[config.mk]
export PLATFORM = sky130hd
export DESIGN_NAME = wb_arb_flat
export DESIGN_NICKNAME = d
export VERILOG_FILES = /design/src/rtl/wb_arb_if.sv /design/src/rtl/wb_arb.sv /design/src/flat_wrapper.sv
export SDC_FILE = /design/constraint.sdc
export NUM_CORES = 1
export LEC_CHECK = 0
export CAP_MARGIN = 25
export CORE_UTILIZATION = 45
export CTS_BUF_LIST = sky130_fd_sc_hd__clkbuf_16
export DETAILED_ROUTE_END_ITERATION = 10
export PLACE_DENSITY = 0.75
export SETUP_SLACK_MARGIN = 0.1
export SYNTH_ARGS = -nofsm -noshare
export SYNTH_HDL_FRONTEND = slang
export SYNTH_SLANG_ARGS = --single-unit
[constraint.sdc]
create_clock -name clk -period 6.55 [get_ports clk]
set_input_delay 0.9825 -clock clk [delete_from_list [all_inputs] [get_ports clk]]
set_output_delay 0.9825 -clock clk [all_outputs]
set_load 0.05 [all_outputs]
[src/rtl/wb_arb_if.sv]
// Write-back arbiter bus: per-channel producer handshakes in, register-file write port out.
// master = producers/bench side, slave = arbiter side.
interface wb_arb_if #(
    parameter int XLEN = 64,
    parameter int NCH  = 3
);
    localparam int CW = $clog2(NCH);

    logic [NCH-1:0]      in_valid;
    logic [NCH-1:0]      in_ready;
    logic [NCH-1:0]      in_wen;
    logic [NCH*5-1:0]    in_rd;
    logic [NCH*XLEN-1:0] in_data;
    logic                o_RegWr_en;
    logic [4:0]          o_RegWaddr;
    logic [XLEN-1:0]     o_RegWdata;
    logic                o_commit;
    logic [CW-1:0]       o_commit_ch;
    logic                wb_idle;
    logic [63:0]         perf_retired;
    logic [31:0]         perf_stall;

    modport master (
        output in_valid, in_wen, in_rd, in_data,
        input  in_ready, o_RegWr_en, o_RegWaddr, o_RegWdata, o_commit, o_commit_ch,
               wb_idle, perf_retired, perf_stall
    );

    modport slave (
        input  in_valid, in_wen, in_rd, in_data,
        output in_ready, o_RegWr_en, o_RegWaddr, o_RegWdata, o_commit, o_commit_ch,
               wb_idle, perf_retired, perf_stall
    );
endinterface

[src/rtl/wb_arb.sv]
// Round-robin write-back arbiter: per-channel FIFOs, one retire per cycle into the register file.
// Optional performance counters enabled by defining WB_ARB_PERF_EN.
module wb_arb_q #(
    parameter int W     = 70,
    parameter int DEPTH = 2
) (
    input  logic         clk,
    input  logic         rst,
    input  logic         i_push,
    input  logic [W-1:0] i_data,
    input  logic         i_pop,
    output logic         o_full,
    output logic         o_empty,
    output logic [W-1:0] o_head
);
    localparam int AW = $clog2(DEPTH);

    // Extra MSB on each pointer separates full from empty.
    logic [AW:0]  r_wptr, r_rptr;
    logic [W-1:0] r_mem [DEPTH];

    always_ff @(posedge clk) begin
        if (rst) begin
            r_wptr <= '0;
            r_rptr <= '0;
        end else begin
            if (i_push) r_wptr <= r_wptr + 1'b1;
            if (i_pop)  r_rptr <= r_rptr + 1'b1;
        end
    end

    always_ff @(posedge clk) begin
        if (i_push) r_mem[r_wptr[AW-1:0]] <= i_data;
    end

    assign o_empty = (r_wptr == r_rptr);
    assign o_full  = (r_wptr[AW] != r_rptr[AW]) && (r_wptr[AW-1:0] == r_rptr[AW-1:0]);
    assign o_head  = r_mem[r_rptr[AW-1:0]];
endmodule

module wb_arb #(
    parameter int XLEN   = 64,
    parameter int NCH    = 3,
    parameter int QDEPTH = 2
) (
    input  logic     clk,
    input  logic     rst,
    wb_arb_if.slave  bus
);
    localparam int CW = $clog2(NCH);
    localparam int EW = XLEN + 6;

    logic [NCH-1:0]         w_full, w_empty, w_push, w_pop;
    logic [NCH-1:0][EW-1:0] w_head;
    logic [CW-1:0]          r_last_grant;
    logic [CW-1:0]          w_grant, w_idx;
    logic                   w_any, w_commit;
    logic [EW-1:0]          w_sel;
    logic                   w_sel_wen;
    logic [4:0]             w_sel_rd;

    // Ready depends only on occupancy, so a full queue refuses even while it pops.
    generate
        for (genvar g = 0; g < NCH; g++) begin : g_ch
            assign w_push[g] = bus.in_valid[g] & ~w_full[g];
            wb_arb_q #(.W(EW), .DEPTH(QDEPTH)) u_q (
                .clk     (clk),
                .rst     (rst),
                .i_push  (w_push[g]),
                .i_data  ({bus.in_wen[g], bus.in_rd[5*g +: 5], bus.in_data[XLEN*g +: XLEN]}),
                .i_pop   (w_pop[g]),
                .o_full  (w_full[g]),
                .o_empty (w_empty[g]),
                .o_head  (w_head[g])
            );
        end
    endgenerate

    always_comb begin
        w_any   = 1'b0;
        w_grant = '0;
        w_idx   = '0;
        for (int k = 1; k <= NCH; k++) begin
            w_idx = CW'((int'(r_last_grant) + k) % NCH);
            if (!w_any && !w_empty[w_idx]) begin
                w_any   = 1'b1;
                w_grant = w_idx;
            end
        end
    end

    assign w_commit  = w_any & ~rst;
    assign w_pop     = w_commit ? (NCH'(1) << w_grant) : '0;
    assign w_sel     = w_head[w_grant];
    assign w_sel_wen = w_sel[EW-1];
    assign w_sel_rd  = w_sel[EW-2 -: 5];

    always_ff @(posedge clk) begin
        if (rst)           r_last_grant <= CW'(NCH - 1);
        else if (w_commit) r_last_grant <= w_grant;
    end

    assign bus.in_ready    = rst ? '1 : ~w_full;
    assign bus.o_commit    = w_commit;
    assign bus.o_commit_ch = w_commit ? w_grant : '0;
    assign bus.o_RegWr_en  = w_commit & w_sel_wen & (|w_sel_rd);
    assign bus.o_RegWaddr  = w_commit ? w_sel_rd : 5'd0;
    assign bus.o_RegWdata  = w_commit ? w_sel[XLEN-1:0] : '0;
    assign bus.wb_idle     = rst | (&w_empty);

`ifdef WB_ARB_PERF_EN
    logic [63:0] r_perf_retired;
    logic [31:0] r_perf_stall;

    always_ff @(posedge clk) begin
        if (rst) begin
            r_perf_retired <= '0;
            r_perf_stall   <= '0;
        end else begin
            if (w_commit) r_perf_retired <= r_perf_retired + 64'd1;
            if (|(bus.in_valid & ~bus.in_ready)) r_perf_stall <= r_perf_stall + 32'd1;
        end
    end

    assign bus.perf_retired = r_perf_retired;
    assign bus.perf_stall   = r_perf_stall;
`else
    assign bus.perf_retired = '0;
    assign bus.perf_stall   = '0;
`endif
endmodule
[src/flat_wrapper.sv]
// flat-port wrapper written by rule: the top's interface ports become plain ports
module wb_arb_flat 
#(
    parameter int XLEN   = 64,
    parameter int NCH    = 3,
    parameter int QDEPTH = 2
)
  (clk, rst, bus_in_valid, bus_in_wen, bus_in_rd, bus_in_data, bus_in_ready, bus_o_RegWr_en, bus_o_RegWaddr, bus_o_RegWdata, bus_o_commit, bus_o_commit_ch, bus_wb_idle, bus_perf_retired, bus_perf_stall);
  wb_arb_if #(.XLEN(XLEN), .NCH(NCH)) bus_i ();
  input  logic clk;
  input  logic rst;
  input wire logic [$bits(bus_i.in_valid)-1:0] bus_in_valid;
  input wire logic [$bits(bus_i.in_wen)-1:0] bus_in_wen;
  input wire logic [$bits(bus_i.in_rd)-1:0] bus_in_rd;
  input wire logic [$bits(bus_i.in_data)-1:0] bus_in_data;
  output wire logic [$bits(bus_i.in_ready)-1:0] bus_in_ready;
  output wire logic [$bits(bus_i.o_RegWr_en)-1:0] bus_o_RegWr_en;
  output wire logic [$bits(bus_i.o_RegWaddr)-1:0] bus_o_RegWaddr;
  output wire logic [$bits(bus_i.o_RegWdata)-1:0] bus_o_RegWdata;
  output wire logic [$bits(bus_i.o_commit)-1:0] bus_o_commit;
  output wire logic [$bits(bus_i.o_commit_ch)-1:0] bus_o_commit_ch;
  output wire logic [$bits(bus_i.wb_idle)-1:0] bus_wb_idle;
  output wire logic [$bits(bus_i.perf_retired)-1:0] bus_perf_retired;
  output wire logic [$bits(bus_i.perf_stall)-1:0] bus_perf_stall;
  assign bus_i.in_valid = bus_in_valid;
  assign bus_i.in_wen = bus_in_wen;
  assign bus_i.in_rd = bus_in_rd;
  assign bus_i.in_data = bus_in_data;
  assign bus_in_ready = bus_i.in_ready;
  assign bus_o_RegWr_en = bus_i.o_RegWr_en;
  assign bus_o_RegWaddr = bus_i.o_RegWaddr;
  assign bus_o_RegWdata = bus_i.o_RegWdata;
  assign bus_o_commit = bus_i.o_commit;
  assign bus_o_commit_ch = bus_i.o_commit_ch;
  assign bus_wb_idle = bus_i.wb_idle;
  assign bus_perf_retired = bus_i.perf_retired;
  assign bus_perf_stall = bus_i.perf_stall;
  wb_arb #(.XLEN(XLEN), .NCH(NCH), .QDEPTH(QDEPTH)) u_core (.clk(clk), .rst(rst), .bus(bus_i));
endmodule
==> impl_metrics.json <==
{
  "seq_area_frac_synth_pct": 71.2,
  "cap_violations": 0,
  "rsz0062_at_grt": "false",
  "first_iter_violations": 566,
  "nets": 1637,
  "via_per_inst": 5.31,
  "maxSlewViolCount": 0,
  "syn_avg_cell_area_um2": 16.1,
  "antenna_left": 0,
  "synthesis.area_um2": 18200,
  "fin_crit_ps": 5440,
  "crit_buf_inv": 1,
  "r2r-end": "u_core.g_ch[0].u_q.r_rptr[0]$_SDFFE_PP0P_",
  "synth_top_area_share_pct": 69.3,
  "hpwl_um": 27200,
  "synth_top_cell_by_area": "edfxtp_1",
  "slew-limit-headroom_pct": 33.1,
  "hold_end": "u_core.r_last_grant[0]$_SDFFE_PP0P_",
  "yosys-top-cells-area": "edfxtp_1 (69%), mux2_2 (12%), buf_4 (4.1%), o22ai_1 (2.2%), a21oi_1 (2.0%)",
  "reg2reg_from": "u_core.g_ch[2].u_q.r_rptr[0]$_SDFFE_PP0P_",
  "whs_ps": 478,
  "totalWireLength_um": 43000,
  "hold_buffers": 0,
  "finalHoldViolCount": 0,
  "preCtsSetupSlack_ps": 1650,
  "crit_family": "simple AND/OR/NAND/NOR gates",
  "yosysMostFrequentCell": "edfxtp_1",
  "end_kind": "output port",
  "clock-root-buffer": "clkbuf_16",
  "multiInputGateArea_um2": 4620,
  "synthTopCellsByCount": "edfxtp_1 (420), mux2_2 (197), buf_4 (100)",
  "grt_antenna_before_repair": 5,
  "die_h_um": 203,
  "powerDensity_nw_per_um2": 517,
  "drc_errors": 0,
  "critPathLaunchType": "register",
  "synth_cells": 1131,
  "cellLeakagePower_uw": 0.00774,
  "ctsResizeCount": 0,
  "slowest_delay_ps": 880,
  "synth-simple-area-share_pct": 3.60,
  "final_util_pct": 57.1,
  "synth_top_family_by_area": "multiplexers",
  "yosys_most_used_dff": "edfxtp_1",
  "routabilityCongestion": 0.777,
  "status": "finished clean",
  "insertion_delay_ps": 580,
  "fin_crit_sh_pct": 83.1,
  "die-area_um2": 41200,
  "synth-seq-cells": 437,
  "crit_path_top_delay_cell": "clkdlybuf4s50_1",
  "ys_warn_count": 0,
  "start_util_pct": 45.7,
  "dieWidth_um": 203,
  "grt_max_degree": 76,
  "r2r_cells": 8,
  "synthArstFlopShare_pct": 0,
  "grt_use_total_pct": 20.8,
  "grt_pass1_vias": 11000,
  "rrSetupSlack_ps": 3630,
  "regArea_um2": 13000,
  "hold_start": "u_core.r_last_grant[0]$_SDFFE_PP0P_",
  "clock-sinks": 437,
  "fill_cells": 3092,
  "crit_required_ps": 5570,
  "firstDrtPassIters": 4,
  "worstMarginPinSlew_ps": 1000,
  "max-vdd-ir-drop_v": 0.000749,
  "grt_overflow": 0,
  "critPathKind": "register to output port",
  "finalWorstSetupSlack_ps": 1110,
  "synth-edff-count": 420,
  "cts_tree": "yes",
  "vias": 10500,
  "synth_xor_area_share_pct": 0.997,
  "hold_depth": 2,
  "critPathMaxFanout": 64,
  "cp.arrival_ps": 4460,
  "core_um2": 39800,
  "synth_fa_ha_area_share_pct": 0.193,
  "finClkSkew_ps": 15.6,
  "synthMuxAreaShare_pct": 12.9,
  "path_cells": "xor2_1 -> nor2_1 -> a211oi_2 -> o41a_4 -> nand2_4 -> o22ai_1 -> nor3_1 -> clkdlybuf4s50_1",
  "synthDistinctLibCells": 43,
  "clk_pin_slew_ps": 60,
  "cts_buffer_depth": 3,
  "portBuffers": 291,
  "cts_buffers": 47,
  "fmax_ghz": 0.184,
  "post_drt_wl_per_cell_um": 21.7,
  "postCtsSetupBuffers": 0,
  "area_growth_pct": 25.0,
  "fp-row-count": 73,
  "totalNegativeSetupSlack_ps": 0,
  "synth_compound_area_share_pct": 5.39,
  "htree_levels": 2,
  "finalSetupViolCount": 0,
  "grt_pass1_wl_um": 64000,
  "hp-class": "register to register",
  "drive_gt1_share_pct": 20.4,
  "ios": 388
}
-- layout by cell type (no fill, tap or decap), types with 14 or more instances in the layout --
master / count
nand2_1: 19
buf_4: 15
a21oi_1: 71
inv_1: 16
nor3_1: 65
edfxtp_1: 420
clkdlybuf4s50_1: 291
o22ai_1: 64
mux2_2: 197
nor2_1: 32
clkbuf_16: 48
conb_1: 96
dfxtp_1: 14
-- worst max path at each step --
stage / from / to / slack, ps / cells after the start
finish: u_core.g_ch[0].u_q.r_wptr[0]$_SDFFE_PP0P_ / bus_o_RegWdata[43] / 1110 / 8
global route: u_core.g_ch[0].u_q.r_wptr[0]$_SDFFE_PP0P_ / bus_o_RegWdata[60] / 870 / 8
CTS: u_core.g_ch[0].u_q.r_wptr[0]$_SDFFE_PP0P_ / bus_o_RegWdata[59] / 1030 / 8
detailed placement: u_core.g_ch[0].u_q.r_wptr[0]$_SDFFE_PP0P_ / bus_o_RegWdata[59] / 1650 / 8
global placement: u_core.g_ch[0].u_q.r_wptr[0]$_SDFFE_PP0P_ / bus_o_RegWdata[59] / 1710 / 8
floorplan: bus_in_valid[1] / u_core.g_ch[1].u_q.r_mem[1][0]$_DFFE_PP_ / 1510 / 2
-- flip-flops by register name (all words and copies together) (netlist names), named ones only --
name,flops
u_core.r_last_grant,2
u_core.g_ch.u_q.r_rptr,6
u_core.g_ch.u_q.r_mem,420
u_core.g_ch.u_q.r_wptr,6
-- metal layers --
layer / routed length [µm] / up-vias / track usage (%)
li1: - / 4754 / -
met1: 16900 / 5252 / 25.1
met2: 21600 / 442 / 35.5
met3: 3260 / 83 / 5.41
met4: 1290 / 0 / 8.11
met5: 0 / - / 0
-- cell type report --
type / count / share of cell area (%)
Sequential cell: 437 / 57.0
Multi-Input combinational cell: 622 / 20.3
Timing Repair Buffer: 308 / 13.5
Clock buffer: 48 / 5.28
Tap cell: 525 / 2.89
Clock inverter: 35 / 0.874
Inverter: 4 / 0.0660
Antenna cell: 5 / 0.0550
-- worst min-delay path, stage by stage, from the launching register on --
cell     delay [ps]
dfxtp_1         320
nand2_1          60
a21oi_1          50
-- stage by stage --
step,cell area [µm²],total power (µW),instances
floorplan,18600,7720,1226
global placement,21300,9330,1894
detailed placement,21300,9410,1896
CTS,22700,11900,1979
global route,22700,12300,1981
finish,22800,11800,1984
-- where the power goes --
group / internal, µW / switching [µW] / leakage, µW / total, µW
combinational: 1820 / 3840 / 0.00293 / 5660
sequential: 3490 / 180 / 0.00407 / 3670
clock: 1360 / 1060 / 0.000737 / 2420
total: 6680 / 5080 / 0.00774 / 11800
-- logic make-up (layout without fill, tap and decap cells) --
family          count (synthesis)  count (layout)
flops                         437             437
compound gates                158             158
buf+inv                       167             395
mux                           209             209
other cells                     1             101
xor+xnor                       19              19
fa+ha+maj                       3               3
simple gates                  137             137
Power figures use the tool's default switching activity.
